`src/rtl/seq_detector_prog.sv`:
```
// ---------------------------------------------------------------------------
// seq_detector_prog
//
// Run-time programmable serial bit-pattern detector. Bits arrive one per
// accepted cycle and are shifted into a history register. Each accepted bit is
// checked against a loadable pattern of up to PAT_W bits. On a match, a
// registered one-cycle detect pulse is raised and a saturating match counter
// is incremented.
//
// The matcher is a shift register plus a fill counter, with no encoded FSM.
// The fill counter records how many valid bits are in the history, so a match
// is only declared once at least 'len' real bits have been seen. When OVERLAP
// is 0, the fill counter is cleared on every match, so the next match has to
// be built from fresh bits.
//
// Parameters
//   PAT_W        maximum pattern length in bits (>= 2)
//   CNT_W        width of match_count
//   OVERLAP      1: trailing bits of a match may start the next one
//                0: matcher restarts after each match
//   DEFAULT_PAT  pattern after reset, right-aligned, MSB = first bit received
//   DEFAULT_LEN  pattern length after reset (1..PAT_W)
//
// Ports
//   clk          clock, everything on the rising edge
//   rst          synchronous reset, active-high
//   in_valid     qualifies 'in'; bits are only taken when high
//   in           serial data bit
//   cfg_load     one-cycle strobe that loads cfg_pattern / cfg_len
//   cfg_pattern  new pattern, right-aligned (bit cfg_len-1 received first)
//   cfg_len      new pattern length
//   clr_count    clears match_count on the next edge
//   out          detect pulse, high for one cycle per match
//   cfg_err      one-cycle pulse when a cfg_load carried an illegal length
//   match_count  saturating count of matches
// ---------------------------------------------------------------------------
module seq_detector_prog #(
   parameter int               PAT_W       = 4,
   parameter int               CNT_W       = 8,
   parameter bit               OVERLAP     = 1'b1,
   parameter logic [PAT_W-1:0] DEFAULT_PAT = PAT_W'(4'b1010),
   parameter int               DEFAULT_LEN = 4
) (
   input  logic                         clk,
   input  logic                         rst,
   input  logic                         in_valid,
   input  logic                         in,
   input  logic                         cfg_load,
   input  logic [PAT_W-1:0]             cfg_pattern,
   input  logic [$clog2(PAT_W+1)-1:0]   cfg_len,
   input  logic                         clr_count,
   output logic                         out,
   output logic                         cfg_err,
   output logic [CNT_W-1:0]             match_count
);

   localparam int               LEN_W   = $clog2(PAT_W + 1);
   localparam logic [LEN_W-1:0] MAX_LEN = LEN_W'(PAT_W);
   localparam logic [LEN_W-1:0] RST_LEN = LEN_W'(DEFAULT_LEN);

   // Only PAT_W-1 bits of history are stored. The comparison always works on
   // the post-shift value {history, in}, so the oldest of PAT_W bits is shifted
   // out before it could ever be compared.
   logic [PAT_W-2:0] history;
   logic [LEN_W-1:0] fill;
   logic [PAT_W-1:0] pattern;
   logic [LEN_W-1:0] pat_len;

   logic             cfg_len_ok;
   logic             load_ok;
   logic             load_bad;
   logic             accept;
   logic [PAT_W-1:0] hist_shift;
   logic [LEN_W-1:0] fill_inc;
   logic [PAT_W-1:0] len_mask;
   logic             pat_hit;
   logic             match;
   logic             count_sat;

   // Decode the configuration strobe. A legal load takes priority over the
   // data bit in the same cycle, so the bit is dropped. A rejected load only
   // raises cfg_err and leaves the data path alone, so the bit is still
   // accepted in that cycle.
   always_comb begin
      cfg_len_ok = (cfg_len != '0) && (cfg_len <= MAX_LEN);
      load_ok    = cfg_load && cfg_len_ok;
      load_bad   = cfg_load && !cfg_len_ok;
      accept     = in_valid && !load_ok;
   end

   // Build the post-shift history and fill. Matching is judged on these
   // next-state values, so the pulse lines up with the edge that takes the
   // final pattern bit.
   always_comb begin
      hist_shift = {history, in};
      fill_inc   = (fill == MAX_LEN) ? fill : fill + LEN_W'(1);
   end

   // Compare only the low pat_len bits. Bits above the programmed length are
   // don't-care, both in the history and in the stored pattern.
   always_comb begin
      len_mask = '0;
      for (int i = 0; i < PAT_W; i++) begin
         len_mask[i] = (i < int'(pat_len));
      end
      pat_hit = ((hist_shift ^ pattern) & len_mask) == '0;
   end

   // A match needs an accepted bit, enough real bits in the window and equal
   // masked contents. Bubble cycles can never produce a match.
   always_comb begin
      match     = accept && (fill_inc >= pat_len) && pat_hit;
      count_sat = (match_count == '1);
   end

   // Pattern registers change only on a legal load. After reset they go back
   // to the compiled-in default, which behaves like the original fixed
   // detector.
   always_ff @(posedge clk) begin
      if (rst) begin
         pattern <= DEFAULT_PAT;
         pat_len <= RST_LEN;
      end else if (load_ok) begin
         pattern <= cfg_pattern;
         pat_len <= cfg_len;
      end
   end

   // History and fill. A new pattern starts from an empty window, so stale
   // bits can never be matched against it. Bubble cycles hold the window, so
   // a partial sequence survives gaps in in_valid. With OVERLAP=0 the fill is
   // emptied on a match, while the history bits stay in place. This is safe
   // because no match can fire until fill has again reached pat_len, and by
   // then every compared bit is fresh.
   always_ff @(posedge clk) begin
      if (rst) begin
         history <= '0;
         fill    <= '0;
      end else if (load_ok) begin
         history <= '0;
         fill    <= '0;
      end else if (accept) begin
         history <= hist_shift[PAT_W-2:0];
         if (match && (OVERLAP == 1'b0)) begin
            fill <= '0;
         end else begin
            fill <= fill_inc;
         end
      end
   end

   // Registered status pulses. Both are recomputed every cycle, so each
   // stays high for exactly one cycle per event. A legal load forces
   // match=0 because accept is low in that cycle.
   always_ff @(posedge clk) begin
      if (rst) begin
         out     <= 1'b0;
         cfg_err <= 1'b0;
      end else begin
         out     <= match;
         cfg_err <= load_bad;
      end
   end

   // Saturating match counter. A clear wins over a match in the same cycle.
   // Configuration loads never touch the counter.
   always_ff @(posedge clk) begin
      if (rst) begin
         match_count <= '0;
      end else if (clr_count) begin
         match_count <= '0;
      end else if (match && !count_sat) begin
         match_count <= match_count + CNT_W'(1);
      end
   end

endmodule

```
`config.mk`:
```
export PLATFORM = sky130hd
export DESIGN_NAME = seq_detector_prog
export DESIGN_NICKNAME = d
export VERILOG_FILES = /design/src/rtl/seq_detector_prog.sv
export SDC_FILE = /design/constraint.sdc
export NUM_CORES = 1
export LEC_CHECK = 0
export ABC_AREA = 1
export CAP_MARGIN = 20
export CORE_ASPECT_RATIO = 1.5
export CORE_UTILIZATION = 40
export DETAILED_ROUTE_END_ITERATION = 6
export PLACE_DENSITY_LB_ADDON = 0.12
export SYNTH_ARGS = -nofsm -noshare
export SYNTH_HDL_FRONTEND = slang
export SYNTH_SLANG_ARGS = --single-unit
```
`constraint.sdc`:
```
create_clock -name clk -period 2.34 [get_ports clk]
set_input_delay 0.351 -clock clk [delete_from_list [all_inputs] [get_ports clk]]
set_output_delay 0.351 -clock clk [all_outputs]
set_load 0.05 [all_outputs]
```
Yosys cells after proc, flatten, opt, wreduce, memory -nomap -nowiden:

Cells that the tools add are included.
Widths: inputs -> output; s select.

* register bits: 23
* bits in latches: 0
* memory bits (writable): 0
* memory bits (read-only): 0
* output and inout bits: 10
* memories kept: 0

* $add $sub $neg: 2
* multiply operators: 0
* divide/modulo/power cells: 0
* $lt $le $gt $ge: 6
* equal/unequal tests: 2
* shifts and indexed selects: 0
* mux-type cells: 1
* bitwise gates (word level): 2
* reduce and logical (&&, ||, !) cells: 14

Operators by type and width (count)
* $add 8x1->8 const B: 1
* $eq 8x8->1 const B: 1
* $logic_and 1x1->1: 7
* $lt 1x3->1 const A: 2
* $lt 2x3->1 const A: 2
* $and 4x4->4: 1
* $logic_not 4->1: 1
* $reduce_or 2->1: 2
* $xor 4x4->4: 1
* $add 3x1->3 const B: 1
* $eq 3x3->1 const B: 1
* $ge 3x3->1: 1
* $le 3x3->1 const B: 1
* $logic_not 1->1: 3
* $mux 3: 1
* $reduce_bool 3->1: 1

Logic depth before layout (Yosys ltp):

Gate-level depths: netlist (run 1).

* depth after elaboration: 8
* gate-level depth with buffers: 14
* gate-level depth less buffers: 13

Least setup slack after synthesis (run 1):

OpenSTA, ideal clock, no wires.

* path type: reg-to-reg
* start: reg fill[0]
* end: reg match_count[4]
* arrival: 1758 ps
* data required time: 2230 ps
* path slack: 473 ps
* stages on the path, launching flop included: 14
* path buffers: 1
* clock period less this slack: 1867 ps
* cells stage by stage: dfxtp_1 inv_1 ha_1 nand2_1 xor2_1 ha_1 and3_1 nor2_1 nor2_4 buf_4 nand3_1 nand2_1 inv_1 nor2_1

* cells in the longest elaborated chain, start to end: 6
* elaborated cells on any way between the ends: 7
* classes of those cells: add/sub (1); order compare (1); eq/ne (1); mux (1); reduce/logical (3)

Ends and longest elaborated chain
* start, declared: line 65 `logic [LEN_W-1:0] fill;`
* start signal, assigned: line 147 `fill <= fill_inc;`
* $add 3x1->3 or $eq 3x3->1 (tied branches): line 96 `fill_inc = (fill == MAX_LEN) ? fill : fill + LEN_W'(1);`
* $mux 3 *: line 96
* $ge 3x3->1 *: line 112 `match = accept && (fill_inc >= pat_len) && pat_hit;`
* $logic_and 1x1->1 * (2 in series): line 112
* $logic_and 1x1->1 *: line 172 `end else if (match && !count_sat) begin`
* end signal, assigned: line 173 `match_count <= match_count + CNT_W'(1);`
* end, declared: line 54 `output logic [CNT_W-1:0] match_count`

Mark *: on every way between the ends. The rest lies on a longest branch, timed or not.
A chain may end at the register's enable or synchronous reset.

Worst setup path after layout (run 1):

* start: reg fill[0]
* end: reg match_count[6]

* cells in the longest elaborated chain, start to end: 6
* elaborated cells on any way between the ends: 7
* classes of those cells: add/sub (1); order compare (1); eq/ne (1); mux (1); reduce/logical (3)

Ends and longest elaborated chain
* $add 3x1->3 or $eq 3x3->1 (tied branches): line 96
* $mux 3 *: line 96
* net fill_inc[2]: line 74 `logic [LEN_W-1:0] fill_inc;`
* $ge 3x3->1 *: line 112
* $logic_and 1x1->1 * (2 in series): line 112
* $logic_and 1x1->1 *: line 172

Mark *: on every way through the listed nets, which the timed path passes. The rest lies on a longest branch.

==> metrics.yaml, run 1 <==
outcome: "completed"
cp-end-kind: "flop"
maxCapViolations: 0
tritoncts: "built"
finalHoldViolCount: 0
core-area_um2: 3130
seq_power_share_pct: 51.0
p_sw_share_pct: 28.1
antenna_found_initial: 0
slew_viol_final: 0
synth_top_area_share_pct: 35.2
synth_edf_count: 0
wirelength_um: 2640
finalWorstPathRequiredPeriod_ns: 2.10
holdPathStages: 2
post_cts_buffers: 0
final_nets: 242
clockRootBuffer: "clkbuf_8"
reg2reg_slack_ns: 0.24
clkSinkCount: 23
cp-start-kind: "flop"
fp.dieH_um: 72.0
diodes: 0
tightest_slew_ns: 0.506
detail_route.vias_per_cell: 4.69
gr-total-overflow: 0
synth.area.top_cells: "dfxtp_1 (35%), nand2_1 (14%), inv_1 (11%)"
synth_ff_type: "dfxtp_1"
drive_gt1_share_pct: 5.41
hp-class: "reg -> reg"
vias: 1229
synth_seq_area_share_pct: 35.2
drc: 0
place_congestion: 0.850
fin_skew_ns: 0.00521
cts_buffer_depth: 2
groute.usage.overall_pct: 16.7
synth_cell_types: 24
dieArea_um2: 3500
pin_count: 23
final.setup.tns_ns: 0
firstDrtPassIters: 4
initial_core_util_pct: 41.8
clk_pin_slew_worst_paths_ns: 0.09
powerDensity_nw_per_um2: 510
syn_avg_cell_area_um2: 6.63
pwr-share-comb_pct: 18.6
rsz0062_at_grt: "false"
r2r-end: "match_count[6]"
cts_resized: 0
r2r_start: "fill[0]"
synth_nets: 216
vdd_ir_drop_max_v: 0.000391
switchingPower_uw: 232
async_reset_ff_share_pct: 0
ys_ff_latch: 23
syn_to_final_growth_pct: 23.6
synth_area_um2: 1310
drt-initial-drc-count: 14
grt_pass1_vias: 1221
arrival_ns: 2.26
wl_per_cell_um: 10.1
grt_pass1_wl_um: 4640
cts_made_buffers: 3
min_to: "pattern[2]"
final_antenna_net_count: 0
period_share_pct: 89.7
path_class: "reg -> reg"
htreeDepth: 1
clkLatencyLatePin_ns: 0.26
numPortBuffers: 22
timing.slew.headroom_pct: 66.2
leakagePower_nw: 0.705
num_rows: 25
setup_violations: 0
cp.required_ns: 2.50
synthTopCellsByCount: "nand2_1 (47), inv_1 (38), dfxtp_1 (23), nor2_1 (23), a21oi_1 (15)"
fill_cells: 320
syn_inst: 197
hp-start: "pattern[2]"
rr_worst_depth: 11
pwr-share-clk_pct: 30.4
hpwlAfterDp_um: 2140
die_width_um: 48.7
synth_area_leader_cell: "dfxtp_1"
worst_hold_slack_ns: 0.473
worstPathMaxFanout: 12
hold_buffers: 0
max_freq_ghz: 0.476
ys_warn_count: 0
grt_max_degree: 14
p_int_uw: 591
synth.most_common_cell: "nand2_1"
## layout by cell type (no fill, tap or decap)
| cell type | Yosys | final |
|---|---|---|
| nor2_4 | 2 | 2 |
| nand4_1 | 7 | 7 |
| xor2_1 | 2 | 2 |
| nor2_1 | 23 | 23 |
| clkinv_2 | 0 | 1 |
| nand2_1 | 47 | 47 |
| a21oi_1 | 15 | 15 |
| clkdlybuf4s50_1 | 0 | 22 |
| o211ai_1 | 1 | 1 |
| buf_4 | 1 | 2 |
| nand3_1 | 8 | 8 |
| nand2_2 | 1 | 1 |
| nand3_2 | 1 | 1 |
| inv_1 | 38 | 38 |
| clkbuf_8 | 0 | 3 |
| and3_1 | 1 | 1 |
| nor3_1 | 2 | 2 |
| nor2_2 | 1 | 1 |
| ha_1 | 6 | 6 |
| o21ai_1 | 1 | 1 |
| dfxtp_1 | 23 | 23 |
| o21ai_0 | 11 | 11 |
| nand2_4 | 1 | 1 |
| nand3b_1 | 1 | 1 |
| xnor2_1 | 2 | 2 |
## cell families after synthesis
group / share of synthesized area (%)
AO/OA/AOI/OAI: 10.9
AND/OR/NAND/NOR: 32.7
XOR/XNOR: 2.68
buffers and inverters: 12.7
flip-flops: 35.2
adder cells (fa/ha/maj): 5.75
## routing by layer
metal  wire length, um  track usage [%]  vias to the layer above
met4                25             7.19                        0
met5                 0                0                        -
met2              1500             35.3                       15
li1                  -                -                      667
met1              1080             15.0                      545
met3                39             2.52                        2
## area by class of cell
cell class | instances | area, um2 | share of cell area [%]
Multi-Input combinational cell | 133 | 679 | 42.1
Sequential cell | 23 | 460 | 28.5
Timing Repair Buffer | 24 | 235 | 14.6
Inverter | 38 | 143 | 8.84
Tap cell | 40 | 50.0 | 3.10
Clock buffer | 3 | 41.3 | 2.56
Clock inverter | 1 | 5.00 | 0.310
## critical path, stage by stage, from the launching register on
cell     delay [ns]
dfxtp_1        0.34
inv_1          0.07
ha_1           0.19
nand2_1        0.09
nand2_1        0.09
ha_1           0.31
and3_1         0.16
nor2_1         0.07
nor2_4         0.23
nand3_1        0.21
nor2_1         0.17
nor2_1         0.06
## sequential cells by signal, summed over array words and instances (netlist names)
register     count
match_count      8
pattern          4
fill             3
history          3
pat_len          3
cfg_err          1
out              1
## per-stage QoR
stage	area, um2	instances	power (mW)	worst slack [ns]	util [%]
after CTS	1610	262	0.837	0.216	51.6
after floorplan	1310	197	0.538	0.473	-
after detailed placement	1570	258	0.583	0.228	50.1
after global placement	1570	258	0.580	0.297	50.1
final	1610	262	0.823	0.240	51.6
after global routing	1610	262	0.873	0.0790	51.6
## power by group through the flow
stage          clock network (mW)  logic [mW]  registers, mW
2_1_floorplan                   0       0.107          0.431
6_report                    0.250       0.153          0.419
3_3_place_gp                    0       0.152          0.428
5_1_grt                     0.276       0.175          0.422
4_1_cts                     0.262       0.155          0.419
3_5_place_dp                    0       0.154          0.429
## worst max-delay path by stage
| stage | slack, ns | to | cells past startpoint | startpoint |
|---|---|---|---|---|
| final | 0.24 | match_count[6] | 11 | fill[0] |
| after global placement | 0.30 | match_count[6] | 11 | fill[0] |
| after floorplan | 0.47 | match_count[4] | 13 | fill[0] |
| after global routing | 0.08 | match_count[2] | 12 | fill[0] |
| after CTS | 0.22 | match_count[6] | 11 | fill[0] |
| after detailed placement | 0.23 | match_count[6] | 11 | fill[0] |
Note: power is estimated with default switching activity, not from simulation.
==> run 2: changes to the inputs <==
--- a/config.mk
+++ b/config.mk
@@ -10,7 +10,9 @@
 export CORE_ASPECT_RATIO = 1.5
 export CORE_UTILIZATION = 40
 export DETAILED_ROUTE_END_ITERATION = 6
+export GPL_ROUTABILITY_DRIVEN = 0
 export PLACE_DENSITY_LB_ADDON = 0.12
+export REMOVE_ABC_BUFFERS = 1
 export SYNTH_ARGS = -nofsm -noshare
 export SYNTH_HDL_FRONTEND = slang
 export SYNTH_SLANG_ARGS = --single-unit
==> metrics.yaml, run 2 (synthesis gave the netlist of run 1 again) <==
htreeDepth: 1
powerDensity_nw_per_um2: 513
p_sw_share_pct: 28.1
grt_pass1_vias: 1318
pin_count: 23
antenna_found_initial: 0
pwr-share-clk_pct: 30.2
maxCapViolations: 0
cp.required_ns: 2.55
clkLatencyLatePin_ns: 0.26
worst_hold_slack_ns: 0.472
hpwlAfterDp_um: 2320
outcome: "completed"
cp-start-kind: "flop"
clockRootBuffer: "clkbuf_8"
wl_per_cell_um: 11.4
groute.usage.overall_pct: 18.8
clk_pin_slew_worst_paths_ns: 0.08
num_rows: 25
pwr-share-comb_pct: 19.0
cp-end-kind: "flop"
timing.slew.headroom_pct: 66.7
stdcell_count: 262
fill_cells: 329
slew_viol_final: 0
core-area_um2: 3130
drive_gt1_share_pct: 4.95
finalHoldViolCount: 0
seq_power_share_pct: 50.8
largest_reg_flops: 8
path_class: "reg -> reg"
firstDrtPassIters: 4
layout_commonest_cell: "nand2_1"
max_freq_ghz: 0.487
fp.dieH_um: 72.0
drc: 0
worstPathMaxFanout: 12
wirelength_um: 2980
switchingPower_uw: 233
vdd_ir_drop_max_v: 0.000338
grt_pass1_wl_um: 5150
rsz0062_at_grt: "false"
final.setup.tns_ns: 0
period_share_pct: 87.7
post_cts_buffers: 0
syn_to_final_growth_pct: 23.5
drt-initial-drc-count: 49
cts_resized: 0
die_width_um: 48.7
cts_made_buffers: 3
dp.cells: 258
diodes: 0
reg.largest.list: "match_count (8), pattern (4)"
cts_buffer_depth: 2
largest_register: "match_count"
rr_worst_depth: 12
detail_route.vias_per_cell: 4.98
initial_core_util_pct: 41.8
setup_violations: 0
grtUsageMet3_pct: 3.56
busiest_layer: "met2"
final_cell_mix: "nand2_1 (47), inv_1 (38), nor2_1 (23), dfxtp_1 (23), clkdlybuf4s50_1 (22)"
numPortBuffers: 22
fin_skew_ns: 0.00133
grt_use_met2_pct: 34.3
final_antenna_net_count: 0
tritoncts: "built"
finalWorstPathRequiredPeriod_ns: 2.05
arrival_ns: 2.26
dieArea_um2: 3500
holdPathStages: 2
tightest_slew_ns: 0.497
clkSinkCount: 23
final_nets: 242
hp-class: "reg -> reg"
met1_usage_pct: 18.2
leakagePower_nw: 0.702
gr-total-overflow: 0
p_int_uw: 594
vias: 1304
hold_buffers: 0
grt_max_degree: 14
-- run 2: changes by cell type in the layout (fill, tap and decap cells not counted) --
cell / change
clkbuf_1: +1
clkinv_2: -1
-- run 2: power groups by stage --
stage / Sequential (mW) / Clock, mW / Combinational [mW]
floorplan: 0.431 / 0 / 0.0998
global placement: 0.429 / 0 / 0.153
detailed placement: 0.429 / 0 / 0.157
CTS: 0.420 / 0.262 / 0.158
global route: 0.423 / 0.278 / 0.177
finish: 0.420 / 0.250 / 0.157
-- run 2: per-layer routing --
layer | share of wire (%) | routed length [um]
met4 | 5.2 | 155
met3 | 3.9 | 116
met5 | 0 | 0
met1 | 38 | 1140
met2 | 52 | 1560
-- run 2: per-stage QoR --
step | cell area (um2) | power [mW] | worst slack (ns) | util (%)
2_1_floorplan | 1280 | 0.531 | 0.517 | -
5_1_grt | 1610 | 0.879 | 0.0279 | 51.6
6_report | 1610 | 0.827 | 0.288 | 51.6
4_1_cts | 1610 | 0.840 | 0.266 | 51.6
3_5_place_dp | 1570 | 0.586 | 0.298 | 50.1
3_3_place_gp | 1570 | 0.582 | 0.344 | 50.1
-- run 2: path summary, 6_finish.rpt --
check / slack, ns / to / start
min: 0.47 / pattern[0] / pattern[0]
max reg2reg: 0.29 / match_count[2] / fill[0]
min reg2reg: 0.47 / pattern[0] / pattern[0]
max: 0.29 / match_count[2] / fill[0]
-- run 2: critical path, cell delays in order (launching register included) --
cell	delay (ns)
dfxtp_1	0.34
inv_1	0.08
ha_1	0.19
nand2_1	0.10
nand2_1	0.08
ha_1	0.32
and3_1	0.16
nor2_1	0.06
nor2_4	0.24
nand3_1	0.20
nand2_1	0.10
inv_1	0.04
nor2_1	0.09
-- run 2: area by class of cell --
| type | count | area [um2] | share of cell area, % |
|---|---|---|---|
| clock buffers | 4 | 45.0 | 2.79 |
| inverters | 38 | 143 | 8.84 |
| multi-input cells | 133 | 679 | 42.1 |
| flip-flops and latches | 23 | 460 | 28.5 |
| well taps | 40 | 50.0 | 3.10 |
| repair buffers | 24 | 235 | 14.6 |
==> run 3: changes to the inputs <==
==> constraint.sdc (replaced) <==
create_clock -name clk -period 2.34 [get_ports clk]
set_input_delay 0.351 -clock clk [delete_from_list [all_inputs] [get_ports clk]]
set_output_delay 0.351 -clock clk [all_outputs]
set_load 0.005 [all_outputs]
==> results of run 3 <==
The final DEF is identical to that of run 2. Status: completed.
Among the figures that moved: total power 0.827 mW -> 0.822 mW
